$ cat src/rtl/multdiv_pkg.sv
// -----------------------------------------------------------------------------
// multdiv_pkg
//   Shared types and constants for the iterative multiply/divide unit:
//   FSM state encoding, iteration counts and the radix-4 Booth digit set,
//   plus the Booth recoding helper used by booth_sel.
// -----------------------------------------------------------------------------
package multdiv_pkg;

    typedef enum logic [1:0] {
        ST_IDLE = 2'd0,
        ST_MULT = 2'd1,
        ST_DIV  = 2'd2,
        ST_DONE = 2'd3
    } state_e;

    localparam int unsigned MULT_ITERS = 16;  // 2 multiplier bits per cycle
    localparam int unsigned DIV_ITERS  = 32;  // 1 quotient bit per cycle
    localparam int unsigned CNT_W      = 5;

    typedef enum logic [2:0] {
        BOOTH_ZERO = 3'd0,
        BOOTH_POS1 = 3'd1,
        BOOTH_POS2 = 3'd2,
        BOOTH_NEG1 = 3'd3,
        BOOTH_NEG2 = 3'd4
    } booth_e;

    // Radix-4 Booth recoding of {b[2i+1], b[2i], b[2i-1]}.
    function automatic booth_e booth_decode(input logic [2:0] bits);
        booth_e digit;
        case (bits)
            3'b001, 3'b010: digit = BOOTH_POS1;
            3'b011:         digit = BOOTH_POS2;
            3'b100:         digit = BOOTH_NEG2;
            3'b101, 3'b110: digit = BOOTH_NEG1;
            default:        digit = BOOTH_ZERO;
        endcase
        return digit;
    endfunction

endpackage

$ cat src/rtl/booth_sel.sv
// -----------------------------------------------------------------------------
// booth_sel
//   Recodes three multiplier bits into one radix-4 Booth partial product
//   (0, +/-M, +/-2M), sign-extended two bits beyond the multiplicand so that
//   +/-2M of the most negative multiplicand still fits.
// Ports
//   bits   in  3        {b[2i+1], b[2i], b[2i-1]}
//   mcand  in  WIDTH    signed multiplicand M
//   pp     out WIDTH+2  selected signed partial product
// -----------------------------------------------------------------------------
module booth_sel
    import multdiv_pkg::*;
#(
    parameter int WIDTH = 32
) (
    input  logic [2:0]       bits,
    input  logic [WIDTH-1:0] mcand,
    output logic [WIDTH+1:0] pp
);

    logic [WIDTH+1:0] m_ext;
    booth_e           digit;

    always_comb begin
        // NOTE: every combinational output gets a default first, so no path leaves it unassigned and no latch is inferred.
        pp    = '0;
        m_ext = {{2{mcand[WIDTH-1]}}, mcand};
        digit = booth_decode(bits);
        case (digit)
            BOOTH_POS1: pp = m_ext;
            BOOTH_POS2: pp = m_ext << 1;
            BOOTH_NEG1: pp = -m_ext;
            BOOTH_NEG2: pp = -(m_ext << 1);
            default:    pp = '0;
        endcase
    end

endmodule

$ cat src/rtl/multdiv_iterative.sv
// -----------------------------------------------------------------------------
// multdiv_iterative
//   Iterative signed 32-bit multiply / divide unit for the execute stage.
//   MULT: radix-4 Booth, 16 cycles. DIV: non-restoring on magnitudes, 32 cycles.
//   A start pulse samples the operands; data_resultRDY pulses for one cycle
//   in DONE, when data_result / data_exception (and data_resultHi) are valid.
//   A start in any state aborts the running operation and restarts.
// Ports
//   clock           in   rising-edge clock
//   reset           in   asynchronous, active-low
//   ctrl_MULT       in   start multiply (wins over ctrl_DIV)
//   ctrl_DIV        in   start divide
//   data_operandA   in   multiplicand / dividend (signed)
//   data_operandB   in   multiplier / divisor (signed)
//   data_result     out  low product word / quotient
//   data_exception  out  signed overflow or divide-by-zero
//   data_resultRDY  out  one-cycle result-valid pulse
//   data_resultHi   out  only with MULTDIV_HI_EN: P[63:32] / remainder / 0 on divide-by-zero
// Configuration
//   MULTDIV_HI_EN   define to add data_resultHi
// Datapath
//   acc_q holds {hi[WIDTH+1:0], lo[WIDTH-1:0]}:
//     MULT: hi = running partial-product sum, lo = unconsumed multiplier bits
//           (product bits shift in from the top as the multiplier shifts out).
//     DIV:  hi = signed partial remainder, lo = dividend bits / quotient bits.
// -----------------------------------------------------------------------------
module multdiv_iterative
    import multdiv_pkg::*;
#(
    parameter int               WIDTH           = 32,
    parameter logic [WIDTH-1:0] DIV_BY_ZERO_VAL = '0
) (
    input  logic             clock,
    input  logic             reset,
    input  logic             ctrl_MULT,
    input  logic             ctrl_DIV,
    input  logic [WIDTH-1:0] data_operandA,
    input  logic [WIDTH-1:0] data_operandB,
    output logic [WIDTH-1:0] data_result,
    output logic             data_exception,
    output logic             data_resultRDY
`ifdef MULTDIV_HI_EN
    ,
    output logic [WIDTH-1:0] data_resultHi
`endif
);

    localparam int HW = WIDTH + 2;   // hi half of the accumulator
    localparam int AW = WIDTH + HW;  // full accumulator

    state_e             state_q, state_d;
    logic [CNT_W-1:0]   cnt_q, cnt_d;
    logic [AW-1:0]      acc_q, acc_d;
    logic [WIDTH-1:0]   mcand_q, mcand_d;      // M for MULT, |B| for DIV
    logic               booth_prev_q, booth_prev_d;
    logic               a_neg_q, a_neg_d;
    logic               b_neg_q, b_neg_d;
    logic [WIDTH-1:0]   result_q, result_d;
    logic               exc_q, exc_d;
`ifdef MULTDIV_HI_EN
    logic [WIDTH-1:0]   hi_q, hi_d;
`endif

    // ------------------------------------------------------------------
    // Iteration datapath
    // ------------------------------------------------------------------
    logic [HW-1:0]    pp;
    logic [HW-1:0]    hi_sum, div_ext, rem_sh, rem_new;
    logic [AW-1:0]    mult_next, div_next;
    logic [WIDTH-1:0] abs_a, abs_b, q_mag, quotient;
    logic             q_neg, mult_ovf, div_zero;

    booth_sel #(.WIDTH(WIDTH)) u_booth_sel (
        .bits  ({acc_q[1], acc_q[0], booth_prev_q}),
        .mcand (mcand_q),
        .pp    (pp)
    );

    always_comb begin
        abs_a = data_operandA[WIDTH-1] ? -data_operandA : data_operandA;
        abs_b = data_operandB[WIDTH-1] ? -data_operandB : data_operandB;

        // Booth step: add the partial product to the hi half, then shift the
        // whole accumulator right arithmetically by one radix-4 digit.
        hi_sum    = acc_q[AW-1:WIDTH] + pp;
        mult_next = {{2{hi_sum[HW-1]}}, hi_sum, acc_q[WIDTH-1:2]};
        // After the last step acc holds P; overflow unless P[63:31] is a pure sign run.
        mult_ovf  = !((&mult_next[2*WIDTH-1:WIDTH-1]) || !(|mult_next[2*WIDTH-1:WIDTH-1]));

        // Non-restoring step: shift the next dividend bit into the remainder,
        // subtract the divisor if the remainder is non-negative, else add it.
        div_ext  = {2'b00, mcand_q};
        rem_sh   = {acc_q[AW-2:WIDTH], acc_q[WIDTH-1]};
        rem_new  = acc_q[AW-1] ? rem_sh + div_ext : rem_sh - div_ext;
        div_next = {rem_new, acc_q[WIDTH-2:0], ~rem_new[HW-1]};

        q_mag    = div_next[WIDTH-1:0];
        q_neg    = a_neg_q ^ b_neg_q;
        quotient = q_neg ? -q_mag : q_mag;
        div_zero = (mcand_q == '0);
    end

`ifdef MULTDIV_HI_EN
    logic [WIDTH-1:0] rem_fix, rem_signed;

    // The last non-restoring step can leave a negative remainder; one
    // corrective add restores it. The remainder takes the dividend's sign.
    always_comb begin
        rem_fix    = rem_new[HW-1] ? WIDTH'(rem_new + div_ext) : rem_new[WIDTH-1:0];
        rem_signed = a_neg_q ? -rem_fix : rem_fix;
    end
`endif

    // ------------------------------------------------------------------
    // Control FSM
    // ------------------------------------------------------------------
    always_comb begin
        state_d      = state_q;
        cnt_d        = cnt_q;
        acc_d        = acc_q;
        mcand_d      = mcand_q;
        booth_prev_d = booth_prev_q;
        a_neg_d      = a_neg_q;
        b_neg_d      = b_neg_q;
        result_d     = result_q;
        exc_d        = exc_q;
`ifdef MULTDIV_HI_EN
        hi_d         = hi_q;
`endif

        // A start in any state restarts; the aborted op never reaches DONE.
        if (ctrl_MULT) begin
            state_d      = ST_MULT;
            cnt_d        = '0;
            acc_d        = {{HW{1'b0}}, data_operandB};
            mcand_d      = data_operandA;
            booth_prev_d = 1'b0;
        end else if (ctrl_DIV) begin
            state_d = ST_DIV;
            cnt_d   = '0;
            acc_d   = {{HW{1'b0}}, abs_a};
            mcand_d = abs_b;
            a_neg_d = data_operandA[WIDTH-1];
            b_neg_d = data_operandB[WIDTH-1];
        end else begin
            case (state_q)
                ST_IDLE: ;

                ST_MULT: begin
                    acc_d        = mult_next;
                    booth_prev_d = acc_q[1];
                    cnt_d        = cnt_q + 1'b1;
                    if (cnt_q == CNT_W'(MULT_ITERS - 1)) begin
                        state_d  = ST_DONE;
                        result_d = mult_next[WIDTH-1:0];
                        exc_d    = mult_ovf;
`ifdef MULTDIV_HI_EN
                        hi_d     = mult_next[2*WIDTH-1:WIDTH];
`endif
                    end
                end

                ST_DIV: begin
                    if (div_zero) begin
                        state_d  = ST_DONE;
                        result_d = DIV_BY_ZERO_VAL;
                        exc_d    = 1'b1;
`ifdef MULTDIV_HI_EN
                        hi_d     = '0;
`endif
                    end else begin
                        acc_d = div_next;
                        cnt_d = cnt_q + 1'b1;
                        if (cnt_q == CNT_W'(DIV_ITERS - 1)) begin
                            state_d  = ST_DONE;
                            result_d = quotient;
                            // Only MIN_INT / -1 yields a positive quotient of 2^31.
                            exc_d    = !q_neg && q_mag[WIDTH-1];
`ifdef MULTDIV_HI_EN
                            hi_d     = rem_signed;
`endif
                        end
                    end
                end

                ST_DONE: state_d = ST_IDLE;

                default: state_d = ST_IDLE;
            endcase
        end
    end

    always_ff @(posedge clock or negedge reset) begin
        if (!reset) begin
            state_q      <= ST_IDLE;
            cnt_q        <= '0;
            acc_q        <= '0;
            mcand_q      <= '0;
            booth_prev_q <= 1'b0;
            a_neg_q      <= 1'b0;
            b_neg_q      <= 1'b0;
            result_q     <= '0;
            exc_q        <= 1'b0;
`ifdef MULTDIV_HI_EN
            hi_q         <= '0;
`endif
        end else begin
            // NOTE: state registers use non-blocking assignments so every flop samples pre-edge values.
            state_q      <= state_d;
            cnt_q        <= cnt_d;
            acc_q        <= acc_d;
            mcand_q      <= mcand_d;
            booth_prev_q <= booth_prev_d;
            a_neg_q      <= a_neg_d;
            b_neg_q      <= b_neg_d;
            result_q     <= result_d;
            exc_q        <= exc_d;
`ifdef MULTDIV_HI_EN
            hi_q         <= hi_d;
`endif
        end
    end

    assign data_result    = result_q;
    assign data_exception = exc_q;
    assign data_resultRDY = (state_q == ST_DONE);
`ifdef MULTDIV_HI_EN
    assign data_resultHi  = hi_q;
`endif

endmodule

$ cat config.mk
export PLATFORM = sky130hd
export DESIGN_NAME = multdiv_iterative
export DESIGN_NICKNAME = d
export VERILOG_FILES = /design/src/rtl/multdiv_pkg.sv /design/src/rtl/booth_sel.sv /design/src/rtl/multdiv_iterative.sv
export SDC_FILE = /design/constraint.sdc
export NUM_CORES = 1
export LEC_CHECK = 0
export CAP_MARGIN = 5
export CORE_ASPECT_RATIO = 0.7
export CORE_MARGIN = 2
export CORE_UTILIZATION = 59
export CTS_CLUSTER_SIZE = 40
export DETAILED_ROUTE_END_ITERATION = 10
export PLACE_DENSITY = 0.88
export SYNTH_ARGS = -nofsm -noshare
export SYNTH_HDL_FRONTEND = slang
export SYNTH_SLANG_ARGS = --single-unit
export TNS_END_PERCENT = 10
$ cat constraint.sdc
create_clock -name clock -period 11.4 [get_ports clock]
set_input_delay 1.14 -clock clock [delete_from_list [all_inputs] [get_ports clock]]
set_output_delay 1.14 -clock clock [all_outputs]
set_load 0.05 [all_outputs]
* Word-level counts from Yosys, hierarchy flattened *
Cells that the tools add are included.

storage, ports and cells
  bits in registers = 141
  bits in latches = 0
  bits in writable memories = 0
  memories kept = 0
  logic and storage cells = 96
  bits in read-only memories = 0

cells by class
  shift operators = 0
  $add $sub $neg = 9
  equal/unequal tests = 21
  reductions and logical operators = 20
  bitwise logic cells = 4
  divide/modulo/power cells = 0
  multipliers = 0
  mux-type cells = 33
  $lt $le $gt $ge = 0

operators by type and width
  kind                  number
  $mux W32              8
  $mux W66              3
  $pmux W34 S4          1
  $pmux W66 S2          1
  $neg A32 Y32          3
  $neg A34 Y34          2
  $pmux W32 S2          1
  $add A34 B32 Y34      1
  $add A34 B34 Y34      1
  $mux W34              1
  $sub A34 B32 Y34      1
  $reduce_and A33 Y1    1
  $reduce_or A33 Y1     1
  $logic_not A32 Y1     1
  $mux W5               3
  $eq A3 B2 Y1 const B  4
  $eq A3 B3 Y1 const B  4
  $pmux W3 S4           1
  $mux W2               5
  $pmux W5 S2           1
  $ne A4 B4 Y1 const B  2
  $eq A3 B1 Y1 const B  2
  $mux W1               6
  $pmux W2 S3           1
  other kinds (21)      32

* Logic depth before layout (Yosys ltp) *
Gate-level depths: netlist (run 1).

  word-level depth = 12
  depth in mapped cells = 27
  mapped depth without buffers = 26

* Cells and area by module *
Synthesis (run 1) repeated with hierarchy kept, for this count alone.

unflattened totals
  cell total of the unflattened synthesis = 2,024
  area, all modules = 15,195.8 um^2

modules (own cells, without submodules)
  module             seq. area each (um^2)  area an instance (um^2)  times used  cells an instance
  multdiv_iterative  3,528.4                13,404.1                 1           1,727
  booth_sel          0.0                    1,791.7                  1           297

* Worst setup path after synthesis (run 1) *
No wires, ideal clock.

  path type = register -> register
  start = register mcand_q[0]
  end = register result_q[26] (netlist: data_result[26])
  clock period less this slack = 5.992 ns
  data required time = 11.266 ns
  slack = 5.408 ns
  data arrival time = 5.859 ns
  cell stages (with the launch flop) = 28
  buffers on the path = 1
  path through = dfrtp_1 > inv_1 > ha_1 > nor3b_1 > nand3_1 > nor4_1 > nand2_1 > or3_1 > nor3_1 > nor2_1 > xor2_1 > ha_1 > a21o_1 > a21o_1 > a21oi_1 > o311a_1 > o21ai_0 > a31oi_1 > xor2_2 > buf_4 > ha_1 > nand3_1 > nor3_1 > and3_1 > a21oi_1 > xor2_1 > a21oi_1 > o21ai_0

on the way
  word-level cells in the longest chain between the ends = 8
  elaborated cells on any way between the ends = 12
  those cells by class = add/sub (3); eq/ne (1); mux (5); bitwise (1); reduce/logical (2)

RTL lines
  what                                                  RTL line                  source
  from (decl)                                           multdiv_iterative.sv:54   logic [WIDTH-1:0] mcand_q, mcand_d;
  from (signal assigned)                                multdiv_iterative.sv:212  mcand_q <= mcand_d;
  $sub A34 B32 Y34 or $add A34 B32 Y34 (tied branches)  multdiv_iterative.sv:94   rem_new = acc_q[AW-1] ? rem_sh + div_ext : rem_sh - div_ext;
  $mux W34                                              multdiv_iterative.sv:94
  $not A1 Y1                                            multdiv_iterative.sv:95   div_next = {rem_new, acc_q[WIDTH-2:0], ~rem_new[HW-1]};
  $neg A32 Y32                                          multdiv_iterative.sv:99   quotient = q_neg ? -q_mag : q_mag;
  $mux W32                                              multdiv_iterative.sv:99
  $mux W32                                              multdiv_iterative.sv:174  if (cnt_q == CNT_W'(DIV_ITERS - 1)) begin
  $mux W32                                              multdiv_iterative.sv:164  if (div_zero) begin
  $pmux W32 S2                                          multdiv_iterative.sv:146  case (state_q)
  to (signal assigned)                                  multdiv_iterative.sv:216  result_q <= result_d;
  to (decl)                                             multdiv_iterative.sv:58   logic [WIDTH-1:0] result_q, result_d;

Parallel ways exist; a longest one is shown, timed or not. The select of a mux whose other input is x is not followed.
A chain may end at the register's enable or synchronous reset.

* Worst setup path after layout (run 1) *
  start = register mcand_q[0]
  end = register result_q[28] (netlist: data_result[28])

Same word-level chain as after synthesis.

==> run_results.csv, run 1 <==
group,metric,value,unit
pwr,irDropWorstVdd,194,uV
sta,setup_viol,0,
worst_setup_path,r2r-start,"mcand_q[0]",
global_routing,grt_pass1_vias,14600,
sta,fin_tns_setup,0,ns
synthesis,synth_cell_types,80,
detailed_routing,drc,0,
global_routing,gr-usage-all-layers,35.8,%
synthesis,syn_area,15200,um2
job,max-cap-violations,0,
layout,drive_gt1_share,4.67,%
floorplanning,dieWidth,196,um
sta,period_share,71.7,%
synthesis,syn_area_per_cell,7.32,um2
sta,period_minus_slack,8.17,ns
layout,mostFrequentLayoutCells,"a21oi_1 (235), nor2_1 (220), nand2_1 (190), o21ai_0 (178), dfrtp_1 (140)",
worst_setup_path,critical_path_class,"flop to flop",
clock_network,ctsRootBufferMaster,"clkbuf_16",
clock_network,clock_latency,0.45,ns
detailed_routing,met1_length,21.3,mm
detailed_routing,met3_length,6.58,mm
sta,tightest_slew,1.46,ns
detailed_routing,via_count,16300,
worst_hold_path,hold_path.class,"flop to flop",
global_routing,gr-total-overflow,0,
sta,hold_viol_final,0,
detailed_routing,drtPass1Iterations,8,
detailed_routing,viasPerCell,6.78,
detailed_routing,wl_per_cell,20.7,um
global_routing,antenna_found_initial,1,
global_routing,grt_pass1_wl,78.3,mm
floorplanning,coreArea,25500,um2
worst_setup_path,worstPathArrival,8.48,ns
layout,multi_input_area,10900,um2
clock_network,clock-sinks,141,
worst_setup_path,crit_fanout,12,
synthesis,synth_compound_gate_area_share,29.2,%
layout,regArea,3530,um2
synthesis,synth.net_count,2228,
worst_setup_path,critical_path_required,11.71,ns
layout,final_common_cell,"a21oi_1",
worst_setup_path,reg2regPathDepth,26,
outcome,status,"completed",
worst_setup_path,crit_path_end_kind,"flop",
synthesis,synthSimpleGateAreaFrac,21.8,%
synthesis,netlist_instances,2082,
floorplanning,num_io_pins,102,
clock_network,clk_pin_slew,0.07,ns
floorplanning,rows,49,
clock_network,cts.repair.resized,0,
placed_design,io_buffer_count,101,
placed_design,dp_hpwl,36.1,mm
synthesis,ys_warn_count,0,
clock_network,cts_tree,"done",
detailed_routing,drtIter0Drc,2385,
sta,holdWs,0.480,ns
sta,rsz0062_at_grt,"false",
worst_hold_path,min-delay-start,"data_result[12]",
synthesis,yosys_most_used_dff,"dfrtp_1",
detailed_routing,finalWirelength,49.7,mm
layout,stdcell_count,2408,
layout,fillers,2186,
clock_network,cts-htree-levels,4,
synthesis,synth_top_family_by_area,"compound AO/OA/AOI/OAI gates",
clock_network,post_cts_buffers,0,
synthesis,yosysSeqAreaShare,23.2,%
floorplanning,die_h,138,um
sta,slew_viol_final,0,
detailed_routing,highest_layer,"met4",
synthesis,synth_mux_area_share,1.48,%
sta,skew,0.0132,ns
clock_network,clockBufferDepth,2,
layout,syn_to_final_growth,10.4,%
sta,slew_headroom,2.06,%
pwr,total_leakage_power,6.92,nW
floorplanning,die_area,27100,um2
layout,fin_nets,2210,
synthesis,ys_ff_latch,141,
placed_design,place_congestion,0.978,
worst_setup_path,crit_path_start_kind,"flop",
floorplanning,start_util,59.7,%
synthesis,async_reset_ff_share,100,%
clock_network,ctsHoldBuffers,0,
sta,fmax,122,MHz
worst_setup_path,crit_start,"mcand_q[0]",
pwr,power_per_cell_area,170,nW/um2
detailed_routing,antenna_left,0,
synthesis,synth_xor_area_share,12.4,%
synthesis,synth-edff-count,0,
synthesis,yosys.area_share.adder,6.50,%
worst_hold_path,hold_depth,2,
placed_design,place_inst,2376,
clock_network,cts_made_buffers,17,
detailed_routing,dr_wl_met2,20.6,mm
global_routing,grt_start_max_net_pins,81,
[flip-flops by register name, indices dropped and copies added (netlist names)]
register / count
a_neg_q: 1
acc_q: 66
b_neg_q: 1
booth_prev_q: 1
cnt_q: 5
data_exception: 1
data_result: 32
mcand_q: 32
state_q: 2
[per-stage QoR]
| step | instance area (um2) | total power (W) | util [%] | setup WS (ns) |
|---|---|---|---|---|
| detailed placement | 16200 | 0.00224 | 63.7 | 3.73 |
| global placement | 16200 | 0.00220 | 63.7 | 4.10 |
| CTS | 16800 | 0.00283 | 66.0 | 3.67 |
| finish | 16800 | 0.00286 | 66.0 | 3.23 |
| global route | 16800 | 0.00302 | 66.0 | 2.85 |
| floorplan | 15200 | 0.00181 | - | 5.41 |
[synthesized netlist by cell type (15+ instances only)]
library cell / number / area share [%]
a21oi_1: 236 / 7.8
nor2_1: 220 / 5.4
nand2_1: 191 / 4.7
o21ai_0: 178 / 5.8
dfrtp_1: 141 / 23
clkbuf_1: 134 / 3.3
xor2_1: 111 / 6.4
xnor2_1: 100 / 5.7
a211oi_1: 84 / 4.1
ha_1: 76 / 6.2
nor3_1: 60 / 2.0
inv_1: 47 / 1.2
a21o_1: 34 / 1.7
a31oi_1: 30 / 1.2
nand2b_1: 30 / 1.2
nor2b_1: 30 / 1.2
or3_1: 28 / 1.1
nand3_1: 26 / 0.85
o31ai_1: 26 / 1.3
mux2i_1: 18 / 1.2
nor4_1: 18 / 0.74
nand4_1: 16 / 0.66
or4_1: 15 / 0.74
[kinds of logic after synthesis]
group,after synthesis
simple gates,692
buf+inv,212
compound gates,724
mux,22
flops,141
fa+ha+maj,78
xor+xnor,213
[layer usage]
metal  vias to the layer above  GRT usage, %
li1                       7487             -
met1                      7678          53.0
met2                      1060          50.7
met3                       109          9.47
met4                         0          10.7
met5                         -             0
[final cells by class]
| cell class | count | area share [%] |
|---|---|---|
| Multi-Input combinational cell | 1729 | 64.9 |
| Antenna cell | 1 | 0.0149 |
| Clock buffer | 20 | 2.77 |
| Clock inverter | 11 | 0.699 |
| Inverter | 50 | 1.12 |
| Tap cell | 331 | 2.46 |
| Sequential cell | 141 | 21.0 |
| Timing Repair Buffer | 125 | 7.04 |
[final timing paths]
check	to	slack [ns]
worst min register to register	data_result[12]	0.48
worst min-delay path	data_result[12]	0.48
max in group asynchronous	acc_q[1]	9.12
min in group asynchronous	acc_q[6]	0.71
worst max-delay path	data_result[28]	3.23
worst max register to register	data_result[28]	3.23
[power by group]
| group | internal [W] | total, W | switching [W] | leakage (nW) |
|---|---|---|---|---|
| combinational | 0.000571 | 0.00157 | 0.000997 | 4.87 |
| sequential | 0.000598 | 0.000716 | 0.000118 | 1.76 |
| clock | 0.000337 | 0.000580 | 0.000244 | 0.287 |
[worst max-delay path: stages (launching register included)]
cell     delay [ns]
dfrtp_1        0.46
inv_1          0.09
ha_1           0.28
nor3b_1        0.48
nand3_1        0.39
nor4_1         0.77
nand2_1        0.22
or3_1          0.41
nor3_1         0.33
nor2_1         0.09
xor2_1         0.16
ha_1           0.35
a21o_1         0.20
a21o_1         0.18
a21oi_1        0.24
o311a_1        0.21
o21ai_0        0.12
a31oi_1        0.43
xor2_2         0.61
ha_1           0.35
nand3_1        0.27
nor3_1         0.57
and3_1         0.32
a21oi_1        0.09
xor2_1         0.15
a21oi_1        0.13
o21ai_0        0.11
Note: power is estimated with default switching activity, not from simulation.
==> run 2: changes to the inputs <==
Clock period 11.4 ns to 7.7 ns, I/O delays scaled along.
==> run_results.csv, run 2 (same netlist as run 1, synthesis figures left out) <==
group,metric,value,unit
worst_setup_path,cp.depth,27,
layout,fillers,2145,
detailed_routing,antenna_left,0,
worst_setup_path,crit_path_end_kind,"flop",
detailed_routing,drtIter0Drc,2229,
placed_design,place_congestion,0.964,
clock_network,ctsHoldBuffers,0,
worst_setup_path,critPathBufInv,2,
sta,rsz0062_at_grt,"false",
sta,tightest_slew,1.25,ns
sta,fin_tns_setup,0,ns
pwr,total_leakage_power,6.97,nW
pwr,internal_power,0.00229,W
floorplanning,dieWidth,196,um
floorplanning,start_util,59.7,%
detailed_routing,wl_per_cell,21.1,um
global_routing,grt_pass1_wl,80.6,mm
clock_network,cts_made_buffers,17,
floorplanning,rows,49,
clock_network,clock_latency,0.46,ns
layout,regArea,3530,um2
layout,final_common_cell,"a21oi_1",
clock_network,clockBufferDepth,2,
layout,largest_reg_flops,66,
clock_network,clock-sinks,141,
outcome,status,"completed",
pwr,swShare,47.2,%
worst_setup_path,critical_path_class,"flop to flop",
pwr,power.switching,0.00205,W
worst_setup_path,critical_path_required,8.05,ns
detailed_routing,drc,0,
floorplanning,num_io_pins,102,
clock_network,ctsRootBufferMaster,"clkbuf_16",
global_routing,antenna_found_initial,0,
detailed_routing,via_count,16500,
worst_setup_path,crit_family,"simple AND/OR/NAND/NOR gates",
sta,fmax,140,MHz
worst_hold_path,hold_path.class,"input pin to async pin",
global_routing,grt_start_max_net_pins,81,
sta,setup_viol,0,
job,max-cap-violations,0,
pwr,power,0.00434,W
sta,skew,0.00948,ns
sta,slew_viol_final,0,
detailed_routing,finalWirelength,51.0,mm
pwr,seqPwrFrac,24.9,%
clock_network,cts-htree-levels,4,
sta,slew_headroom,16.2,%
worst_setup_path,slowest_delay,0.51,ns
worst_setup_path,crit_path_start_kind,"flop",
sta,hold_viol_final,0,
pwr,clockPowerShare,21.3,%
pwr,irDropWorstVdd,251,uV
worst_setup_path,worstPathArrival,7.49,ns
global_routing,gr-total-overflow,0,
worst_setup_path,crit_start,"mcand_q[0]",
placed_design,placed_cell_area,16300,um2
worst_setup_path,slowest_stage,"nor3b_1",
clock_network,clk_pin_slew,0.06,ns
layout,syn_to_final_growth,11.2,%
global_routing,grt_pass1_vias,14900,
clock_network,cts_tree,"done",
worst_setup_path,reg2regPathDepth,27,
worst_setup_path,r2r-start,"mcand_q[0]",
global_routing,gr-usage-all-layers,36.9,%
floorplanning,coreArea,25500,um2
layout,fin_nets,2219,
floorplanning,die_area,27100,um2
layout,top_register,"acc_q",
layout,multi_input_area,10900,um2
layout,antenna_cells,0,
pwr,power_per_cell_area,256,nW/um2
layout,drive_gt1_share,5.13,%
placed_design,dp_hpwl,36.9,mm
detailed_routing,viasPerCell,6.82,
pwr,p_comb_share,53.8,%
worst_setup_path,crit_fanout,7,
floorplanning,die_h,138,um
sta,period_share,92.8,%
sta,period_minus_slack,7.15,ns
detailed_routing,drtPass1Iterations,6,
layout,final_cell_area,16900,um2
placed_design,io_buffer_count,101,
layout,mostFrequentLayoutCells,"a21oi_1 (235), nor2_1 (220), nand2_1 (190), o21ai_0 (178), dfrtp_1 (140)",
[run 2: final timing paths]
| path | to | slack [ns] |
|---|---|---|
| worst min-delay path | acc_q[4] | 0.36 |
| worst min register to register | data_result[30] | 0.48 |
| min in group clock | data_result[30] | 0.48 |
| max in group asynchronous | acc_q[1] | 5.83 |
| worst max-delay path | data_result[28] | 0.55 |
| worst max register to register | data_result[28] | 0.55 |
[run 2: routing by layer]
| layer | up-vias | global-route usage (%) | wire, um |
|---|---|---|---|
| li1 | 7526 | - | - |
| met4 | 0 | 8.29 | 1160 |
| met5 | - | 0 | 0 |
| met2 | 1077 | 53.4 | 21500 |
| met3 | 124 | 9.69 | 6310 |
| met1 | 7762 | 54.8 | 22000 |
[run 2: power by group through the flow]
stage / clock network [W] / registers, W / logic [W]
floorplan: 0 / 0.00126 / 0.00141
global placement: 0 / 0.00108 / 0.00222
detailed placement: 0 / 0.00108 / 0.00227
CTS: 0.000922 / 0.00107 / 0.00229
global route: 0.000961 / 0.00110 / 0.00251
finish: 0.000926 / 0.00108 / 0.00234
[run 2: area by class of cell]
| type | instances | share of cell area (%) |
|---|---|---|
| tap | 331 | 2.44 |
| timing repair buffer | 134 | 7.39 |
| sequential | 141 | 20.8 |
| clock buffer | 19 | 2.61 |
| multi-input combinational | 1729 | 64.5 |
| inverter | 50 | 1.11 |
| clock inverter | 13 | 1.12 |
[run 2: through the flow]
step	hold slack, ns	std cells	util (%)	setup WS, ns
after CTS	0.396	2417	66.4	0.649
after global routing	0.418	2417	66.4	0.153
after detailed placement	0.470	2385	63.9	0.775
after floorplan	0.474	2082	-	1.71
final	0.358	2417	66.4	0.554
after global placement	0.464	2385	63.9	1.06
[run 2: repair_timing]
item / 4_1_cts / 5_1_grt
gates resized for setup: 0 / 1
setup endpoints to repair: 0 / 3
buffers inserted: 0 / 0
endpoints found under the hold margin: 0 / 0
[run 2: worst reg2reg max path, cell delays in order (launching register included)]
cell     delay [ns]
dfrtp_1        0.44
inv_1          0.08
ha_1           0.28
nor3b_1        0.51
nand3_1        0.40
nor4_1         0.28
buf_4          0.20
nand2_1        0.12
or3_1          0.38
nor3_1         0.33
nor2_1         0.10
xor2_1         0.17
ha_1           0.36
a21o_1         0.20
a21o_1         0.18
a21oi_1        0.27
o311a_1        0.21
o21ai_0        0.12
a31oi_1        0.48
xor2_2         0.20
ha_1           0.25
nand3_1        0.25
nor3_2         0.40
and3_1         0.28
a21oi_1        0.09
xor2_1         0.14
a21oi_1        0.08
o21ai_0        0.26
